## src/rtl/key_press_classifier_if.sv

```systemverilog
// Key classifier bus: debounced key level in, gesture event pulses and held level out.
`default_nettype none

interface key_press_classifier_if;
  logic key_db;
  logic short_pulse;
  logic long_pulse;
  logic double_pulse;
  logic repeat_pulse;
  logic key_held;

  modport master (
    output key_db,
    input  short_pulse, long_pulse, double_pulse, repeat_pulse, key_held
  );

  modport slave (
    input  key_db,
    output short_pulse, long_pulse, double_pulse, repeat_pulse, key_held
  );
endinterface

`default_nettype wire

```

## src/rtl/key_press_classifier.sv

```systemverilog
// Classifies a debounced key into short/long/double/auto-repeat one-cycle pulses.
`default_nettype none

module key_press_classifier #(
  parameter int CNT_W    = 26,
  parameter int LONG_CYC = 25_000_000,
  parameter int DBL_CYC  = 12_500_000,
  parameter int RPT_CYC  = 5_000_000
) (
  input  logic                    sys_clk,
  input  logic                    sys_rst,
  key_press_classifier_if.slave   kp
);

  localparam logic [2:0] IDLE      = 3'd0;
  localparam logic [2:0] PRESS1    = 3'd1;
  localparam logic [2:0] WAIT2     = 3'd2;
  localparam logic [2:0] PRESS2    = 3'd3;
  localparam logic [2:0] LONG_HOLD = 3'd4;

  localparam logic [CNT_W-1:0] LONG_LAST = CNT_W'(LONG_CYC - 1);
  localparam logic [CNT_W-1:0] DBL_LAST  = CNT_W'(DBL_CYC - 1);
  localparam logic [CNT_W-1:0] RPT_LAST  = CNT_W'(RPT_CYC - 1);

  logic [2:0]       state;
  logic [2:0]       state_nxt;
  logic [CNT_W-1:0] cnt;
  logic             key_d;
  logic             press;
  logic             rel;
  logic             rpt_hit;

  logic short_q,   long_q,   double_q,   repeat_q;
  logic short_nxt, long_nxt, double_nxt, repeat_nxt;
  logic held;

  assign press = key_d & ~kp.key_db;
  assign rel   = ~key_d & kp.key_db;

  // State, counter, edge history and pulse registers.
  always_ff @(posedge sys_clk or posedge sys_rst) begin
    if (sys_rst) begin
      state    <= IDLE;
      cnt      <= '0;
      key_d    <= 1'b1;
      short_q  <= 1'b0;
      long_q   <= 1'b0;
      double_q <= 1'b0;
      repeat_q <= 1'b0;
    end else begin
      state    <= state_nxt;
      key_d    <= kp.key_db;
      short_q  <= short_nxt;
      long_q   <= long_nxt;
      double_q <= double_nxt;
      repeat_q <= repeat_nxt;
      if ((state_nxt != state) || rpt_hit) begin
        cnt <= '0;
      end else begin
        cnt <= cnt + CNT_W'(1);
      end
    end
  end

  always_comb begin
    state_nxt = state;
    rpt_hit   = 1'b0;
    case (state)
      IDLE: begin
        if (press) state_nxt = PRESS1;
      end
      PRESS1: begin
        if (rel)                    state_nxt = WAIT2;
        else if (cnt == LONG_LAST)  state_nxt = LONG_HOLD;
      end
      WAIT2: begin
        // A press landing on the timeout edge still makes a double.
        if (press)                  state_nxt = PRESS2;
        else if (cnt == DBL_LAST)   state_nxt = IDLE;
      end
      PRESS2: begin
        if (rel) state_nxt = IDLE;
      end
      LONG_HOLD: begin
        if (rel)                    state_nxt = IDLE;
        else if (cnt == RPT_LAST)   rpt_hit   = 1'b1;
      end
      default: state_nxt = IDLE;
    endcase
  end

  always_comb begin
    short_nxt  = 1'b0;
    long_nxt   = 1'b0;
    double_nxt = 1'b0;
    repeat_nxt = 1'b0;
    held       = 1'b0;
    case (state)
      PRESS1: begin
        held     = 1'b1;
        long_nxt = ~rel && (cnt == LONG_LAST);
      end
      WAIT2: begin
        short_nxt = ~press && (cnt == DBL_LAST);
      end
      PRESS2: begin
        held       = 1'b1;
        double_nxt = rel;
      end
      LONG_HOLD: begin
        held       = 1'b1;
        repeat_nxt = rpt_hit;
      end
      default: ;
    endcase
  end

  assign kp.short_pulse  = short_q;
  assign kp.long_pulse   = long_q;
  assign kp.double_pulse = double_q;
  assign kp.repeat_pulse = repeat_q;
  assign kp.key_held     = held;

endmodule

`default_nettype wire

```

## src/flat_wrapper.sv

```systemverilog
// flat-port wrapper written by rule: the top's interface ports become plain ports
module key_press_classifier_flat 
#(
  parameter int CNT_W    = 26,
  parameter int LONG_CYC = 25_000_000,
  parameter int DBL_CYC  = 12_500_000,
  parameter int RPT_CYC  = 5_000_000
)
  (sys_clk, sys_rst, kp_key_db, kp_short_pulse, kp_long_pulse, kp_double_pulse, kp_repeat_pulse, kp_key_held);
  key_press_classifier_if kp_i ();
  input  logic sys_clk;
  input  logic sys_rst;
  input wire logic [$bits(kp_i.key_db)-1:0] kp_key_db;
  output wire logic [$bits(kp_i.short_pulse)-1:0] kp_short_pulse;
  output wire logic [$bits(kp_i.long_pulse)-1:0] kp_long_pulse;
  output wire logic [$bits(kp_i.double_pulse)-1:0] kp_double_pulse;
  output wire logic [$bits(kp_i.repeat_pulse)-1:0] kp_repeat_pulse;
  output wire logic [$bits(kp_i.key_held)-1:0] kp_key_held;
  assign kp_i.key_db = kp_key_db;
  assign kp_short_pulse = kp_i.short_pulse;
  assign kp_long_pulse = kp_i.long_pulse;
  assign kp_double_pulse = kp_i.double_pulse;
  assign kp_repeat_pulse = kp_i.repeat_pulse;
  assign kp_key_held = kp_i.key_held;
  key_press_classifier #(.CNT_W(CNT_W), .LONG_CYC(LONG_CYC), .DBL_CYC(DBL_CYC), .RPT_CYC(RPT_CYC)) u_core (.sys_clk(sys_clk), .sys_rst(sys_rst), .kp(kp_i));
endmodule
```

## config.mk

```make
export PLATFORM = sky130hd
export DESIGN_NAME = key_press_classifier_flat
export DESIGN_NICKNAME = d
export VERILOG_FILES = /design/src/rtl/key_press_classifier_if.sv /design/src/rtl/key_press_classifier.sv /design/src/flat_wrapper.sv
export SDC_FILE = /design/constraint.sdc
export NUM_CORES = 1
export LEC_CHECK = 0
export CORE_ASPECT_RATIO = 0.8
export CORE_MARGIN = 2
export CORE_UTILIZATION = 50
export CTS_CLUSTER_SIZE = 12
export DETAILED_ROUTE_END_ITERATION = 8
export PLACE_DENSITY = 0.68
export SETUP_SLACK_MARGIN = 0.05
export SYNTH_ARGS = -nofsm -noshare
export SYNTH_HDL_FRONTEND = slang
export SYNTH_SLANG_ARGS = --single-unit
```

## constraint.sdc

```tcl
create_clock -name sys_clk -period 5.1 [get_ports sys_clk]
set_input_delay 0.51 -clock sys_clk [delete_from_list [all_inputs] [get_ports sys_clk]]
set_output_delay 0.51 -clock sys_clk [all_outputs]
set_load 0.05 [all_outputs]
```

==> results.txt <==
- In this run the remaining antenna-violating nets after routing total 0.
- The initial antenna violation count came to 0.
- In the final layout, the share of cells above drive strength 1 is 0.0524.
- The first global-routing pass estimated 6.06 mm of wire.
* Layout net count: 194
* CTS root buffer: sky130_fd_sc_hd__clkbuf_8
- Count of fill cells added during filler insertion: 297
- Count of pins on the block boundary: 8
- Starting density of the core: 0.517
- The run finished with clean final reports.
- Total congestion overflow: 0
* # placed instances: 225
- Highest ir drop seen on vdd: 0.000231 V
- Number of resized instances in the post-cts repair step: 0
- Crit path arrival time: ~3.1 ns
- Clock tree synthesis inserted a total of 5 buffers.
- Fraction of post-synthesis cell area in the top cell type by area: 0.473
- Post-CTS Hold Fix Bufs: 0
- Latest clock arrival within the worst-skew pair: 0.29 ns
- Average detailed-routed wire length per instance: 14.8 um
* Vert. Die Dim: 56.8 um
* Achievable Freq: 333 MHz
- For the pin with the worst max-slew slack, the measured transition is 0.937 ns.
* Element type at the critical path start: flip-flop
* Combined global-route utilization of all metal layers: 0.199
* Vias: 1315
- Max clock buf depth: 2
* Worst-path maximum fanout: 26
- Endpoint required time on the critical path: roughly 5.2 ns
- Post-synthesis cell count: 181
* Sequential cell area: 852 um^2
* Final critical-path setup slack: 2.10 ns
- The count of endpoints failing hold in the final timing report is 0.
* Cell taking the most area after synthesis: sky130_fd_sc_hd__dfrtp_1
- # H-tree levels: 2
- Between clock sinks in the finished design, the worst skew comes to 0.00878 ns.
- Final Hold Slack: ~0.5 ns
- Cell Rows: 19
- STA classifies the critical path endpoint as a flip-flop.
* Sum Neg Setup Slack: 0 ns
- The clock drives 34 sinks.
* Detailed-route vias per instance: about 5.6
- Power spread over the standard cell area amounts to about 330 mW/mm^2.
- After synthesis, the cell types taking the most area are sky130_fd_sc_hd__dfrtp_1, sky130_fd_sc_hd__xor2_1, sky130_fd_sc_hd__nor2_1.
* Tightest Hold Check Type: flip-flop to flip-flop
- Netlist cell types: 34
* Yosys Warn Count: 0
* Critical path class: flip-flop to flip-flop
- After legalization and detailed placement, the total HPWL measured 2.47 mm.
- Syn avg cell area: 9.64 um^2
* Flop and latch count out of synthesis: 34
* Width of the die: 70.0 um
- For this block, the initial DRC count from the detailed router was 61.
- Prior to clock tree synthesis, the placed netlist has a worst setup slack of 2.07 ns.
* Final standard cell count with taps included and fillers excluded: 233
* Leakage component of the power: approximately 0.85 nW
- At the end of routability-driven placement, the weighted congestion stood at 0.902.
- Clock-pin slew was measured on the worst setup and hold paths at 0.06 ns.
- Net count after synthesis: 185
- Pin count of the biggest net entering global routing: 35
- Maximum Capacitance Violations: 0
- The count of buffers added on input and output ports is 7.
- Total detailed-routing wirelength: 3.46 mm
- Area of the mapped netlist: 0.00174 mm^2
- Number of diodes added for antenna fixing: 0
- TritonCTS built the clock tree.
- For this run, the register share of the synthesized area comes to 0.489.
- Tightest slew margin relative to the limit: 0.370
* Core area: 0.00338 mm^2
* Number of global-route vias before repair: ~1300
* Signed area change from the synthesized netlist to the final layout: 11.2%
* Min Tclk post-route: 3.00 ns
- Unrepaired setup endpoints after global routing: false
* Number of optimization iterations in the first detailed-route pass: 4
- Post-route clock period utilization: 0.589
- Setup fix buffers added after clock tree synthesis: 0
* Residual DRC count: 0
- Final-report setup violation count: 0
* Number of max-slew violations in the final report: 0
- Summing all multi-input logic gate instances after layout gives just over 800 um^2.
- The floorplan step defined a die boundary enclosing 0.00398 mm^2.
## through the flow
step	cell area, um^2	total power [W]	utilization
after floorplan	1740	0.000389	-
after global placement	1830	0.000404	0.543
after detailed placement	1830	0.000409	0.543
after CTS	1940	0.000649	0.575
after global routing	1940	0.000681	0.575
final	1940	0.000641	0.575
## registers in the layout (all words and copies together), names as in the netlist
signal,count
u_core.kp.long_pulse,1
u_core.kp.double_pulse,1
u_core.kp.short_pulse,1
u_core.cnt,26
u_core.kp.repeat_pulse,1
u_core.state,3
u_core.key_d,1
## worst paths after layout
path / start / to / slack [ns] / depth (start not counted)
worst max register to register: u_core.cnt[5] / u_core.cnt[12] / 2.10 / 5
worst min register to register: u_core.cnt[0] / u_core.cnt[0] / 0.49 / 1
max in group asynchronous: sys_rst / u_core.key_d / 4.16 / 3
min in group asynchronous: sys_rst / u_core.cnt[11] / 0.61 / 3
worst min-delay path: u_core.cnt[0] / u_core.cnt[0] / 0.49 / 1
worst max-delay path: u_core.cnt[5] / u_core.cnt[12] / 2.10 / 5
## cell type report
| class | count | area share |
|---|---|---|
| clock buffer | 7 | 0.0394 |
| inverter | 6 | 0.0116 |
| sequential | 34 | 0.439 |
| multi-input combinational | 135 | 0.427 |
| timing repair buffer | 8 | 0.0400 |
| clock inverter | 1 | 0.0155 |
| tap | 42 | 0.0271 |
## cell families (layout without fill, tap and decap cells)
group                    after synthesis  after routing  synth area share
adder cells (fa/ha/maj)                1              1           0.00717
XOR/XNOR                              25             25             0.126
flip-flops                            34             34             0.489
AO/OA/AOI/OAI                          9              9            0.0352
buffers and inverters                 12             22            0.0366
AND/OR/NAND/NOR                      100            100             0.307
## layer usage
layer  up-vias  share of wire  routed length [um]  global-route usage
met5         -              0                   0                   0
met4         0          0.019                  67              0.0742
met3         7          0.058                 199              0.0754
met2        33           0.44                1530               0.279
met1       630           0.48                1670               0.280
li1        645              -                   -                   -
## report_power, final
part	internal, W	total (W)	switching, W
logic	0.0000337	0.0000857	0.0000519
registers	0.000291	0.000318	0.0000271
clock network	0.000146	0.000237	0.0000911
## layout by cell type, fill, tap and decap left out, types with 3 or more instances in the layout
master,count
sky130_fd_sc_hd__nand2_1,12
sky130_fd_sc_hd__clkdlybuf4s50_1,7
sky130_fd_sc_hd__clkbuf_8,5
sky130_fd_sc_hd__dfrtp_1,33
sky130_fd_sc_hd__nand3_1,9
sky130_fd_sc_hd__and4_1,3
sky130_fd_sc_hd__xor2_1,19
sky130_fd_sc_hd__nand4_1,13
sky130_fd_sc_hd__and3_1,4
sky130_fd_sc_hd__inv_1,6
sky130_fd_sc_hd__or4_1,3
sky130_fd_sc_hd__nor2_1,34
sky130_fd_sc_hd__nor4_1,5
sky130_fd_sc_hd__xnor2_1,6
sky130_fd_sc_hd__o311ai_0,3
## worst max-delay path: stages (launching register included)
cell and delay, ns:
sky130_fd_sc_hd__dfrtp_1 0.50, sky130_fd_sc_hd__or4b_1 0.54, sky130_fd_sc_hd__or4_1 0.42, sky130_fd_sc_hd__or4_1 0.50, sky130_fd_sc_hd__or4b_1 0.75, sky130_fd_sc_hd__nor2_1 0.12
## cells in the mapped netlist
| library cell | count |
|---|---|
| sky130_fd_sc_hd__nand2_1 | 12 |
| sky130_fd_sc_hd__o21a_1 | 1 |
| sky130_fd_sc_hd__xor2_1 | 19 |
| sky130_fd_sc_hd__nand4_1 | 13 |
| sky130_fd_sc_hd__nand2b_1 | 2 |
| sky130_fd_sc_hd__clkbuf_1 | 3 |
| sky130_fd_sc_hd__buf_6 | 2 |
| sky130_fd_sc_hd__o21ai_0 | 2 |
| sky130_fd_sc_hd__xnor2_1 | 6 |
| sky130_fd_sc_hd__a21oi_1 | 2 |
| sky130_fd_sc_hd__and3_1 | 4 |
| sky130_fd_sc_hd__inv_1 | 6 |
| sky130_fd_sc_hd__buf_4 | 1 |
| sky130_fd_sc_hd__nor4_1 | 5 |
| sky130_fd_sc_hd__nor2b_1 | 2 |
| sky130_fd_sc_hd__nand3_1 | 9 |
| sky130_fd_sc_hd__nor3_1 | 2 |
| sky130_fd_sc_hd__and2_1 | 2 |
| sky130_fd_sc_hd__or4b_1 | 2 |
| sky130_fd_sc_hd__dfstp_2 | 1 |
| sky130_fd_sc_hd__and4_1 | 3 |
| sky130_fd_sc_hd__o311ai_0 | 3 |
| sky130_fd_sc_hd__nand4bb_1 | 1 |
| sky130_fd_sc_hd__nor2_1 | 34 |
| sky130_fd_sc_hd__dfrtp_1 | 33 |
| sky130_fd_sc_hd__or2_2 | 1 |
| sky130_fd_sc_hd__or3b_1 | 1 |
| sky130_fd_sc_hd__or4_1 | 3 |
| sky130_fd_sc_hd__a21o_1 | 1 |
| sky130_fd_sc_hd__nor4b_1 | 1 |
| sky130_fd_sc_hd__or4_4 | 1 |
| sky130_fd_sc_hd__nand4b_1 | 1 |
| sky130_fd_sc_hd__and3b_1 | 1 |
| sky130_fd_sc_hd__ha_1 | 1 |
No activity file was read; power rests on OpenSTA's default activity.
